### config.mk
export PLATFORM = sky130hd
export DESIGN_NAME = pipo_inv_s_layer_pipe
export DESIGN_NICKNAME = d
export VERILOG_FILES = /design/src/rtl/pipo_inv_s_layer_pipe.sv
export SDC_FILE = /design/constraint.sdc
export NUM_CORES = 1
export LEC_CHECK = 0
export CAP_MARGIN = 10
export CORE_UTILIZATION = 50
export DETAILED_ROUTE_END_ITERATION = 7
export PLACE_DENSITY = 0.7
export SLEW_MARGIN = 10
export SYNTH_ARGS = -nofsm -noshare
export SYNTH_HDL_FRONTEND = slang
export SYNTH_SLANG_ARGS = --single-unit
### constraint.sdc
create_clock -name clk -period 4.5 [get_ports clk]
set_input_delay 0.45 -clock clk [delete_from_list [all_inputs] [get_ports clk]]
set_output_delay 0.45 -clock clk [all_outputs]
set_load 0.01 [all_outputs]
### src/rtl/pipo_inv_s_layer_pipe.sv
// Pipelined PIPO inverse bitsliced S-layer (8 columns of 8-bit inverse S-box) with valid/ready flow control.
// Optional output self-check against a forward S-layer: define PIPO_INV_SLAYER_SELFCHECK_EN.
module pipo_inv_s_layer_pipe #(
  parameter int unsigned PIPE_STAGES       = 3,
  parameter bit          FLUSH_CLEARS_DATA = 1'b1
) (
  input  logic            clk,
  input  logic            rst_n,
  input  logic            flush,
  input  logic            in_valid,
  output logic            in_ready,
  input  logic [7:0][7:0] in_state,
  output logic            out_valid,
  input  logic            out_ready,
  output logic [7:0][7:0] out_state,
  output logic            busy,
  output logic            selfcheck_err
);

  localparam int unsigned NS = (PIPE_STAGES == 32'd1) ? 32'd1 : 32'd3;

  typedef logic [7:0][7:0] state_t;

  // Undo the truncate XOR / bit change and the S5_2 layer.
  function automatic state_t inv_s1(input state_t y);
    state_t     e;
    logic [7:0] a6, t0, t1, t2;
    e    = y;
    e[7] = y[0];
    e[3] = y[6];
    e[4] = y[5];
    e[5] = y[4] ^ (y[3] | y[5]);
    a6   = y[3] ^ (y[5] | y[6]);
    e[6] = a6 ^ (e[7] & e[5]);
    t0   = e[7] ^ a6;
    t1   = e[3] ^ e[5];
    t2   = e[4] ^ (t1 & t0);
    e[1] = y[7] ^ t2;
    e[0] = y[1] ^ t1;
    e[2] = y[2] ^ t0;
    return e;
  endfunction

  // Undo the extend XOR, then the 3-bit S-box including the X[2] complement.
  function automatic state_t inv_s2(input state_t e);
    state_t     c;
    logic [7:0] c2p;
    c    = e;
    c[7] = e[7] ^ e[1];
    c[3] = e[3] ^ e[2];
    c[4] = e[4] ^ e[0];
    c2p  = ~e[2];
    c[1] = e[1] ^ (c2p | e[0]);
    c[0] = e[0] ^ (c2p | c[1]);
    c[2] = c2p ^ (c[1] & c[0]);
    return c;
  endfunction

  // Undo S5_1 on the upper five rows.
  function automatic state_t inv_s3(input state_t c);
    state_t     b;
    logic [7:0] b4p, b5p;
    b    = c;
    b4p  = c[4] ^ (c[5] & c[6]);
    b5p  = c[5] ^ c[7];
    b[3] = c[3] ^ (b4p | b5p);
    b[6] = c[6] ^ b[3];
    b[7] = c[7] ^ b4p;
    b[4] = b4p ^ (b[3] & b5p);
    b[5] = b5p ^ (b[7] & b[6]);
    return b;
  endfunction

  function automatic state_t stage_fn(input int unsigned idx, input state_t x);
    state_t r;
    if (NS == 32'd1) r = inv_s3(inv_s2(inv_s1(x)));
    else if (idx == 32'd0) r = inv_s1(x);
    else if (idx == 32'd1) r = inv_s2(x);
    else r = inv_s3(x);
    return r;
  endfunction

  logic [NS-1:0] v;
  state_t        d     [NS];
  logic [NS-1:0] rdy;
  logic [NS-1:0] src_v;
  state_t        src_d [NS];
  state_t        nxt   [NS];

  // A stage may load when it or any later stage has room, or the sink accepts.
  always_comb begin
    for (int unsigned i = 0; i < NS; i++) begin
      rdy[i] = out_ready;
      for (int unsigned j = i; j < NS; j++) begin
        if (!v[j]) rdy[i] = 1'b1;
      end
    end
  end

  assign in_ready = rdy[0] & ~flush;

  always_comb begin
    src_v[0] = in_valid & in_ready;
    src_d[0] = in_state;
    for (int unsigned i = 1; i < NS; i++) begin
      src_v[i] = v[i-1];
      src_d[i] = d[i-1];
    end
    for (int unsigned i = 0; i < NS; i++) begin
      nxt[i] = stage_fn(i, src_d[i]);
    end
  end

  always_ff @(posedge clk or negedge rst_n) begin
    if (!rst_n) begin
      v <= '0;
      for (int unsigned i = 0; i < NS; i++) d[i] <= '0;
    end else if (flush) begin
      v <= '0;
      if (FLUSH_CLEARS_DATA) begin
        for (int unsigned i = 0; i < NS; i++) d[i] <= '0;
      end
    end else begin
      for (int unsigned i = 0; i < NS; i++) begin
        if (rdy[i]) begin
          v[i] <= src_v[i];
          if (src_v[i]) d[i] <= nxt[i];
        end
      end
    end
  end

  assign out_valid = v[NS-1];
  assign out_state = d[NS-1];
  assign busy      = |v;

`ifdef PIPO_INV_SLAYER_SELFCHECK_EN
  function automatic state_t fwd_s(input state_t x);
    state_t     s;
    logic [7:0] t0, t1, t2;
    s = x;
    s[5] = s[5] ^ (s[7] & s[6]);
    s[4] = s[4] ^ (s[3] & s[5]);
    s[7] = s[7] ^ s[4];
    s[6] = s[6] ^ s[3];
    s[3] = s[3] ^ (s[4] | s[5]);
    s[5] = s[5] ^ s[7];
    s[4] = s[4] ^ (s[5] & s[6]);
    s[2] = s[2] ^ (s[1] & s[0]);
    s[0] = s[0] ^ (s[2] | s[1]);
    s[1] = s[1] ^ (s[2] | s[0]);
    s[2] = ~s[2];
    s[7] = s[7] ^ s[1];
    s[3] = s[3] ^ s[2];
    s[4] = s[4] ^ s[0];
    t0 = s[7];
    t1 = s[3];
    t2 = s[4];
    s[6] = s[6] ^ (t0 & s[5]);
    t0   = t0 ^ s[6];
    s[6] = s[6] ^ (t2 | t1);
    t1   = t1 ^ s[5];
    s[5] = s[5] ^ (s[6] | t2);
    t2   = t2 ^ (t1 & t0);
    s[2] = s[2] ^ t0;
    t0   = s[1] ^ t2;
    s[1] = s[0] ^ t1;
    s[0] = s[7];
    s[7] = t0;
    t1   = s[3];
    s[3] = s[6];
    s[6] = t1;
    t2   = s[4];
    s[4] = s[5];
    s[5] = t2;
    return s;
  endfunction

  state_t sh     [NS];
  state_t sh_src [NS];
  logic   err;
  logic   mismatch;

  always_comb begin
    sh_src[0] = in_state;
    for (int unsigned i = 1; i < NS; i++) sh_src[i] = sh[i-1];
    mismatch = (fwd_s(d[NS-1]) != sh[NS-1]);
  end

  // Shadows follow the data registers' load enables exactly.
  always_ff @(posedge clk or negedge rst_n) begin
    if (!rst_n) begin
      for (int unsigned i = 0; i < NS; i++) sh[i] <= '0;
      err <= 1'b0;
    end else if (flush) begin
      for (int unsigned i = 0; i < NS; i++) sh[i] <= '0;
    end else begin
      for (int unsigned i = 0; i < NS; i++) begin
        if (rdy[i] && src_v[i]) sh[i] <= sh_src[i];
      end
      if (out_valid && out_ready && mismatch) err <= 1'b1;
    end
  end

  assign selfcheck_err = err;
`else
  assign selfcheck_err = 1'b0;
`endif

endmodule

Word-level counts from Yosys, hierarchy flattened --
Index checks and enable logic that the tools add are counted.
Cells by class: mux-type cells 17, bitwise logic cells 37, reduce and logical (&&, ||, !) cells 10
Operator list (count):
- 64-bit 2-to-1 mux | 6
- 192-bit 2-to-1 mux | 1
- 8-bit bitwise XOR | 22
- 8-bit bitwise AND | 6
- 8-bit bitwise OR | 5
- 2-bit nonzero test | 6
- 1-bit 2-to-1 mux | 9
- 8-bit NOT | 1
- 2-bit AND reduction | 3
- 3-bit 2-to-1 mux | 1
- 3-bit OR reduction | 1
- 1-bit bitwise AND | 2
- 1-bit NOT | 1
Storage, ports and cells: register bits 195, output and inout bits 68, word-level logic and storage cells 91

Longest topological paths before layout --
Gate-level depths: netlist of run 1.
depth in word-level cells 10, gate-level depth with buffers 6

Worst setup path after synthesis of run 1 --
OpenSTA, ideal clock, no wires.
path kind input -> register, from in out_ready, to reg d[136] (netlist bit), library setup time 0.122 ns, arrival time 1.530 ns, required time 4.378 ns, path slack 2.848 ns, stages 6, path buffers 2, cell sequence and2b_1 > a31oi_1 > and2_1 > buf_4 > buf_4 > a32o_1
On the way: longest elaborated chain between the ends 7
Ends and longest elaborated chain:
- from (decl) | RTL line 14 | input logic out_ready,
- 1-bit 2-to-1 mux (3 in a row) | RTL line 95 | if (!v[j]) rdy[i] = 1'b1;
- 1-bit bitwise AND | RTL line 100 | assign in_ready = rdy[0] & ~flush;
- net in_ready | RTL line 11 | output logic in_ready,
- 1-bit bitwise AND | RTL line 103 | src_v[0] = in_valid & in_ready;
- 2-bit nonzero test (no line)
- 2-bit AND reduction (no line)
- to (signal, indexed assignment) | RTL line 127 | if (src_v[i]) d[i] <= nxt[i];
- to (decl) | RTL line 84 | state_t d [NS];
The timed path passes the listed nets, and every way through them passes these cells. A chain may end at the register's enable or synchronous reset.

Worst setup path in the final report of run 1 --
from in flush, to out in_ready
On the way: longest elaborated chain between the ends 2
Ends and longest elaborated chain:
- from (decl) | RTL line 9 | input logic flush,
- 1-bit NOT | RTL line 100
- 1-bit bitwise AND | RTL line 100
- to (decl) | RTL line 11
No other way between the ends.

==> results of run 1 <==
[worst register-to-register path: cells and delay by family, from the launching register on]
kind / cells / cell delay [ps]
compound gates: 2 / 420
simple gates: 2 / 970
flops: 1 / 400
buf+inv: 1 / 410
[through the flow]
| step | hold slack (ps) | util [%] | setup WS [ps] | total power, mW |
|---|---|---|---|---|
| finish | 132.3 | 57.37 | 1969 | 4.172 |
| CTS | 209.6 | 57.37 | 1970 | 4.206 |
| detailed placement | 469.4 | 54.55 | 1620 | 2.638 |
| global route | 199.8 | 57.37 | 1870 | 4.374 |
| floorplan | 154.4 | - | 2848 | 2.437 |
| global placement | 464.3 | 54.55 | 1618 | 2.620 |
[routing by layer]
| metal | vias up | global-route usage, % | wire, um |
|---|---|---|---|
| met5 | - | 0 | 0 |
| met1 | 3770 | 32.07 | 11950 |
| li1 | 3990 | - | - |
| met3 | 21 | 3.356 | 735 |
| met2 | 170 | 28.13 | 9440 |
| met4 | 0 | 5.345 | 299 |
[how the worst min path moves through the flow]
stage | from | endpoint | slack, ps
2_1_floorplan | rst_n | d[100] | 150
3_3_place_gp | out_state[36] | out_state[36] | 460
3_5_place_dp | out_state[43] | out_state[43] | 470
4_1_cts | rst_n | d[191] | 210
5_1_grt | rst_n | d[191] | 200
6_report | rst_n | d[191] | 130
[cell usage in the layout (no fill, tap or decap), drive strengths merged, types with 5 or more instances in the layout]
cell type and count:
a21oi 45, a221oi 7, nor3b 7, a2bb2oi 6, a22o 139, xor2 47, clkdlybuf4s50 134, or3 8
a2111oi 14, dfrtp 195, buf 7, clkbuf 21, a32o 15, a21o 7, nor3 14, and3b 7
nand4 6, clkinv 5, a211o 7, nand3 7, nor2b 59, xnor2 99, nor2 62, a31oi 10
o21ai 101, o221a 6, o211ai 7, nand2 64
[cells by family after synthesis]
kind of cell    count (synthesis)  synth area share, %
compound gates                375                24.29
xor+xnor                      146                11.35
fa+ha+maj                       2               0.1998
buf+inv                       180                9.803
flops                         195                43.30
mux                             1              0.08882
other cells                     1              0.03328
simple gates                  244                10.94
[layout make-up]
class	instances	area [sq um]
Clock inverter	12	153.9
Timing Repair Buffer	142	1420
Tap cell	280	350.3
Clock buffer	20	466.7
Fill cell	1874	9360
Inverter	3	11.26
Sequential cell	195	4880
Multi-Input combinational cell	769	5316
[registers in the layout, summed over array words and instances (netlist names)]
name / count
out_state: 64
d: 128
v: 3
[power groups by stage]
stage | Combinational (mW) | Clock, mW | Sequential, mW
floorplan | 0.509 | 0 | 1.93
global placement | 0.629 | 0 | 1.99
finish | 0.636 | 1.57 | 1.96
global route | 0.710 | 1.68 | 1.98
CTS | 0.642 | 1.60 | 1.96
detailed placement | 0.641 | 0 | 2.00
==> out/qor.csv, run 1 <==
stage;metric;value;unit
run_status;outcome;finished, violations left;
run_status;failing checks;DRC;
clocking;number of post-CTS setup repair buffers;0;
global_routing;GRT overflow;0;
power_and_ir_drop;sequential power share;47.1;%
worst_setup_path;slowest CP cell;clkdlybuf4s50_1;
sta;Final Cycle Share;56.25;%
clocking;CTS Hold Bufs;0;
clocking;post-CTS sizing;0;
yosys;synthesized instance count;1144;
global_routing;largest net degree at the start of global routing;127;
finish;Post-Layout Cell Count;1421;
place;PortBufs;135;
yosys;Async SR Flop Fraction;100.0;%
worst_setup_path;startpoint types;input pin;
worst_setup_path;CP endpoint kind;primary output;
power_and_ir_drop;pwr/cell area;331.1;mW/mm^2
worst_setup_path;Max stage delay on crit path;710;ps
global_routing;initial antenna violation count;0;
floorplan;die height;152.1;um
sta;RSZ-0062 raised after global routing;no;
floorplan;Die W;152.1;um
place;detailed placement HPWL;15.74;mm
finish;Final Cell Area;0.01260;sq mm
sta;Clock Skew;9.213;ps
worst_setup_path;Buf/Inv on CP;2;
power_and_ir_drop;Max VDD drop;0.2964;mV
finish;Ant. Diodes;0;
power_and_ir_drop;sw frac;26.24;%
floorplan;Starting Density;51.32;%
worst_setup_path;crit path kind;input pin to primary output;
finish;Area growth syn-to-layout;11.79;%
sta;worst-margin pin slew;996.0;ps
detailed_routing;Vias/cell;5.595;
detailed_routing;WL/cell;15.78;um
worst_setup_path;CP Max Fanout;10;
sta;setup tns final;0;ps
power_and_ir_drop;Gate power share;15.2;%
finish;Layout Nets;1197;
power_and_ir_drop;leakage;5.369;nW
worst_setup_path;WP data arrival;2080;ps
worst_setup_path;CP Cell Sequence;clkdlybuf4s50_1, a31oi_1, clkdlybuf4s50_1;
detailed_routing;Pre-Repair DR Iteration Count;7;
global_routing;GRT Overall Usage;20.21;%
worst_setup_path;reg-to-reg slack, setup;2230;ps
clocking;Num CTS Buffers;17;
clocking;clk_lat worst skew;430;ps
place;Inst Count DP;1389;
worst_setup_path;CP most frequent cell;clkdlybuf4s50_1;
global_routing;first-pass GRT wire length;38.00;mm
clocking;maximum clock path buffer count;2;
worst_setup_path;r2r startpoint;v[2];
detailed_routing;initial DRC count;411;
place;DP Area;0.01198;sq mm
sta;post-route minimum period;2531;ps
clocking;CTS tree;yes;
yosys;warnings from Yosys;0;
yosys;Cell Area, Synth;0.01127;sq mm
worst_setup_path;Crit path depth;3;
clocking;H-tree Lvls;4;
floorplan;IO Pins;137;
yosys;Area contributors post-synth;dfrtp_1 (43%), a22o_1 (11%), xnor2_1 (7.7%);
clocking;clock sinks;195;
worst_setup_path;Worst R2R End;d[178];
sta;count of final setup violators;0;
power_and_ir_drop;P_sw;1.095;mW
global_routing;number of global-route vias before repair;6980;
sta;fmax;0.3950;GHz
worst_setup_path;CP required;4050;ps
worst_setup_path;CP startpoint;flush;
detailed_routing;Vias;7951;
yosys;Post-synth top flop;dfrtp_1;
worst_setup_path;CP Capture Point;in_ready;
yosys;sequential fraction of the synthesis area;43.30;%
yosys;Synth top area share;43.30;%
yosys;Post-Syn Nets;1213;
worst_setup_path;FF-to-FF path depth;5;
floorplan;core area;0.02196;sq mm
worst_setup_path;family with the most delay on the worst path;buffers and inverters;
job;Max Cap Violations;0;
power_and_ir_drop;Clock Power Share;37.7;%
detailed_routing;WL final;22.42;mm
floorplan;Rows;54;
finish;share of cells above drive strength 1;5.083;%
sta;max_slew headroom;33.60;%
yosys;number of enable flip-flop cells after synthesis;0;
sta;Final Hold Viols;0;
yosys;Mean Syn Cell Area;9.851;sq um
yosys;synth cell count leaders;dfrtp_1 (195), a22o_1 (139), xnor2_1 (99);
detailed_routing;Routed Antenna Nets;0;
place;GP Congestion;0.7590;
yosys;top-count cell post-synth;dfrtp_1;
detailed_routing;Residual DRC;13;
hold_path;Hold/Removal Path Class;input pin to asynchronous set/reset pin;
clocking;clk root buf;clkbuf_16;
yosys;Seq cells post-synth;195;
yosys;post-synth top area cell;dfrtp_1;
clocking;clock slew at reported path FFs;70;ps
yosys;Unique masters post-synth;49;
sta;Slew Limit Fails;0;
floorplan;die area;0.02314;sq mm
power_and_ir_drop;Pint;3.077;mW
(Power assumes the default switching activity.)
==> inputs of run 2 (changes only) <==
==> constraint.sdc (replaced) <==
create_clock -name clk -period 2.6 [get_ports clk]
set_input_delay 0.26 -clock clk [delete_from_list [all_inputs] [get_ports clk]]
set_output_delay 0.26 -clock clk [all_outputs]
set_load 0.01 [all_outputs]
==> out/qor.csv, run 2 (same netlist as run 1, synthesis figures left out) <==
stage;metric;value;unit;change
run_status;outcome;finished, violations left;;
run_status;failing checks;DRC;;
detailed_routing;WL final;22.35;mm;-0.34%
detailed_routing;initial DRC count;505;;+23%
power_and_ir_drop;sw frac;26.78;%;+0.54 points
power_and_ir_drop;leakage;5.398;nW;+0.54%
clocking;post-CTS sizing;0;;unchanged
worst_setup_path;startpoint types;register;;
sta;setup tns final;0;ps;unchanged
finish;Area growth syn-to-layout;12.41;%;
worst_setup_path;CP Max Fanout;5;;-5
power_and_ir_drop;Clock Power Share;35.8;%;-1.9 points
finish;Layout Nets;1204;;+0.58%
clocking;CTS tree;yes;;
worst_setup_path;CP Cell Sequence;and2b_1, a31oi_1, clkdlybuf4s50_1;;
sta;max_slew headroom;53.88;%;+20 points
clocking;clk_lat worst skew;430;ps;about the same
sta;Slew Limit Fails;0;;unchanged
global_routing;largest net degree at the start of global routing;66;;-48%
global_routing;initial antenna violation count;0;;unchanged
floorplan;die area;0.02314;sq mm;unchanged
finish;leading cell type in the layout, fill and taps excluded;dfrtp_1;;
place;GP Congestion;0.7677;;+1.1%
sta;Final Hold Viols;0;;unchanged
finish;commonest cells after routing, fill and taps aside;dfrtp_1 (195), a22o_1 (139), clkdlybuf4s50_1 (134), xnor2_1 (99), o21ai_0 (89);;
sta;count of final setup violators;0;;unchanged
clocking;H-tree Lvls;4;;unchanged
clocking;maximum clock path buffer count;2;;unchanged
clocking;Num CTS Buffers;17;;unchanged
finish;Ant. Diodes;0;;unchanged
clocking;clock sinks;195;;unchanged
finish;Largest Register;d;;
floorplan;Starting Density;51.32;%;unchanged
global_routing;first-pass GRT wire length;37.76;mm;-0.64%
finish;fin util;57.69;%;+0.32 points
detailed_routing;Pre-Repair DR Iteration Count;6;;-1
global_routing;number of global-route vias before repair;6879;;-1.4%
worst_setup_path;CP endpoint kind;primary output;;
job;Max Cap Violations;0;;unchanged
floorplan;IO Pins;137;;unchanged
power_and_ir_drop;sequential power share;48.3;%;+1.2 points
place;PortBufs;135;;unchanged
finish;share of cells above drive strength 1;5.401;%;+0.32 points
power_and_ir_drop;Pint;5.150;mW;+67%
floorplan;Rows;54;;unchanged
sta;RSZ-0062 raised after global routing;no;;
sta;Final Cycle Share;81.74;%;
sta;post-route minimum period;2125;ps;
detailed_routing;Routed Antenna Nets;0;;unchanged
power_and_ir_drop;pwr/cell area;555.3;mW/mm^2;+68%
clocking;clock slew at reported path FFs;70;ps;about the same
place;detailed placement HPWL;15.57;mm;-1.0%
global_routing;GRT Overall Usage;20.03;%;-0.17 points
sta;fmax;0.4705;GHz;
finish;max reg flops;128;;unchanged
worst_setup_path;Max stage delay on crit path;580;ps;-130 ps
clocking;clk root buf;clkbuf_16;;
worst_setup_path;CP required;2340;ps;-1710 ps
global_routing;GRT overflow;0;;unchanged
power_and_ir_drop;Gate power share;15.9;%;+0.7 points
worst_setup_path;WP data arrival;1870;ps;-210 ps
detailed_routing;Vias/cell;5.540;;-0.99%
worst_setup_path;slowest CP cell;clkdlybuf4s50_1;;
worst_setup_path;crit path kind;register to primary output;;
floorplan;die height;152.1;um;unchanged
power_and_ir_drop;P_sw;1.884;mW;+72%
sta;Clock Skew;6.512;ps;-2.701 ps
floorplan;core area;0.02196;sq mm;unchanged
detailed_routing;Vias;7911;;-0.50%
sta;worst-margin pin slew;691.8;ps;-304.2 ps
power_and_ir_drop;Max VDD drop;0.3756;mV;+27%
floorplan;Die W;152.1;um;unchanged
hold_path;Hold/Removal Path Class;input pin to asynchronous set/reset pin;;
detailed_routing;Residual DRC;11;;-2
detailed_routing;WL/cell;15.65;um;-0.83%
run 2: worst paths after layout:
check / cells past startpoint / end / startpoint / slack [ps]
max in group asynchronous: 3 / d[88] / rst_n / 1540
min in group clk: 2 / out_state[56] / out_state[56] / 480
worst max register to register: 5 / d[177] / v[2] / 660
worst min-delay path: 2 / d[181] / rst_n / 380
worst max-delay path: 3 / in_ready / v[2] / 470
worst min register to register: 2 / out_state[56] / out_state[56] / 480
run 2: power groups by stage:
stage | combinational (mW) | sequential, mW | clock, mW
floorplan | 0.880 | 3.34 | 0
global placement | 1.11 | 3.44 | 0
detailed placement | 1.13 | 3.45 | 0
CTS | 1.13 | 3.40 | 2.57
global route | 1.24 | 3.43 | 2.71
finish | 1.12 | 3.40 | 2.52
run 2: area by class of cell:
cell class | instances | area (sq um)
tap | 280 | 350.3
inverter | 3 | 11.26
clock buffer | 21 | 470.5
timing repair buffer | 149 | 1538
multi-input combinational | 769 | 5316
clock inverter | 11 | 102.6
sequential | 195 | 4880
fill | 1883 | 9290
run 2: per-stage QoR:
step | hold WS, ps | setup slack (ps) | area [sq um] | power (mW) | cells
after global routing | 447.8 | 413.2 | 12670 | 7.378 | 1428
after CTS | 401.6 | 476.6 | 12670 | 7.098 | 1428
after global placement | 296.5 | 357.4 | 12090 | 4.550 | 1395
final | 379.7 | 474.8 | 12670 | 7.034 | 1428
after detailed placement | 290.5 | 353.6 | 12090 | 4.580 | 1395
after floorplan | -35.59 | 1016 | 11270 | 4.218 | 1144
run 2: repair_timing:
item,CTS,global route
buffers inserted,0,0
hold endpoints to repair,60,0
hold buffers,1,0
run 2: critical path, delay by kind of cell, from the launching register on:
family	cells	cell delay, ps
and+or+nand+nor	1	220
buffers and inverters	1	580
DFF	1	410
AOI/OAI and AO/OA	1	230
run 2: metal layers:
| layer | GRT usage, % | share of wire (%) | wire (um) |
|---|---|---|---|
| met4 | 5.102 | 1.0 | 227 |
| met5 | 0 | 0 | 0 |
| met3 | 2.759 | 4.3 | 965 |
| met2 | 27.54 | 42 | 9436 |
| met1 | 32.57 | 52 | 11720 |
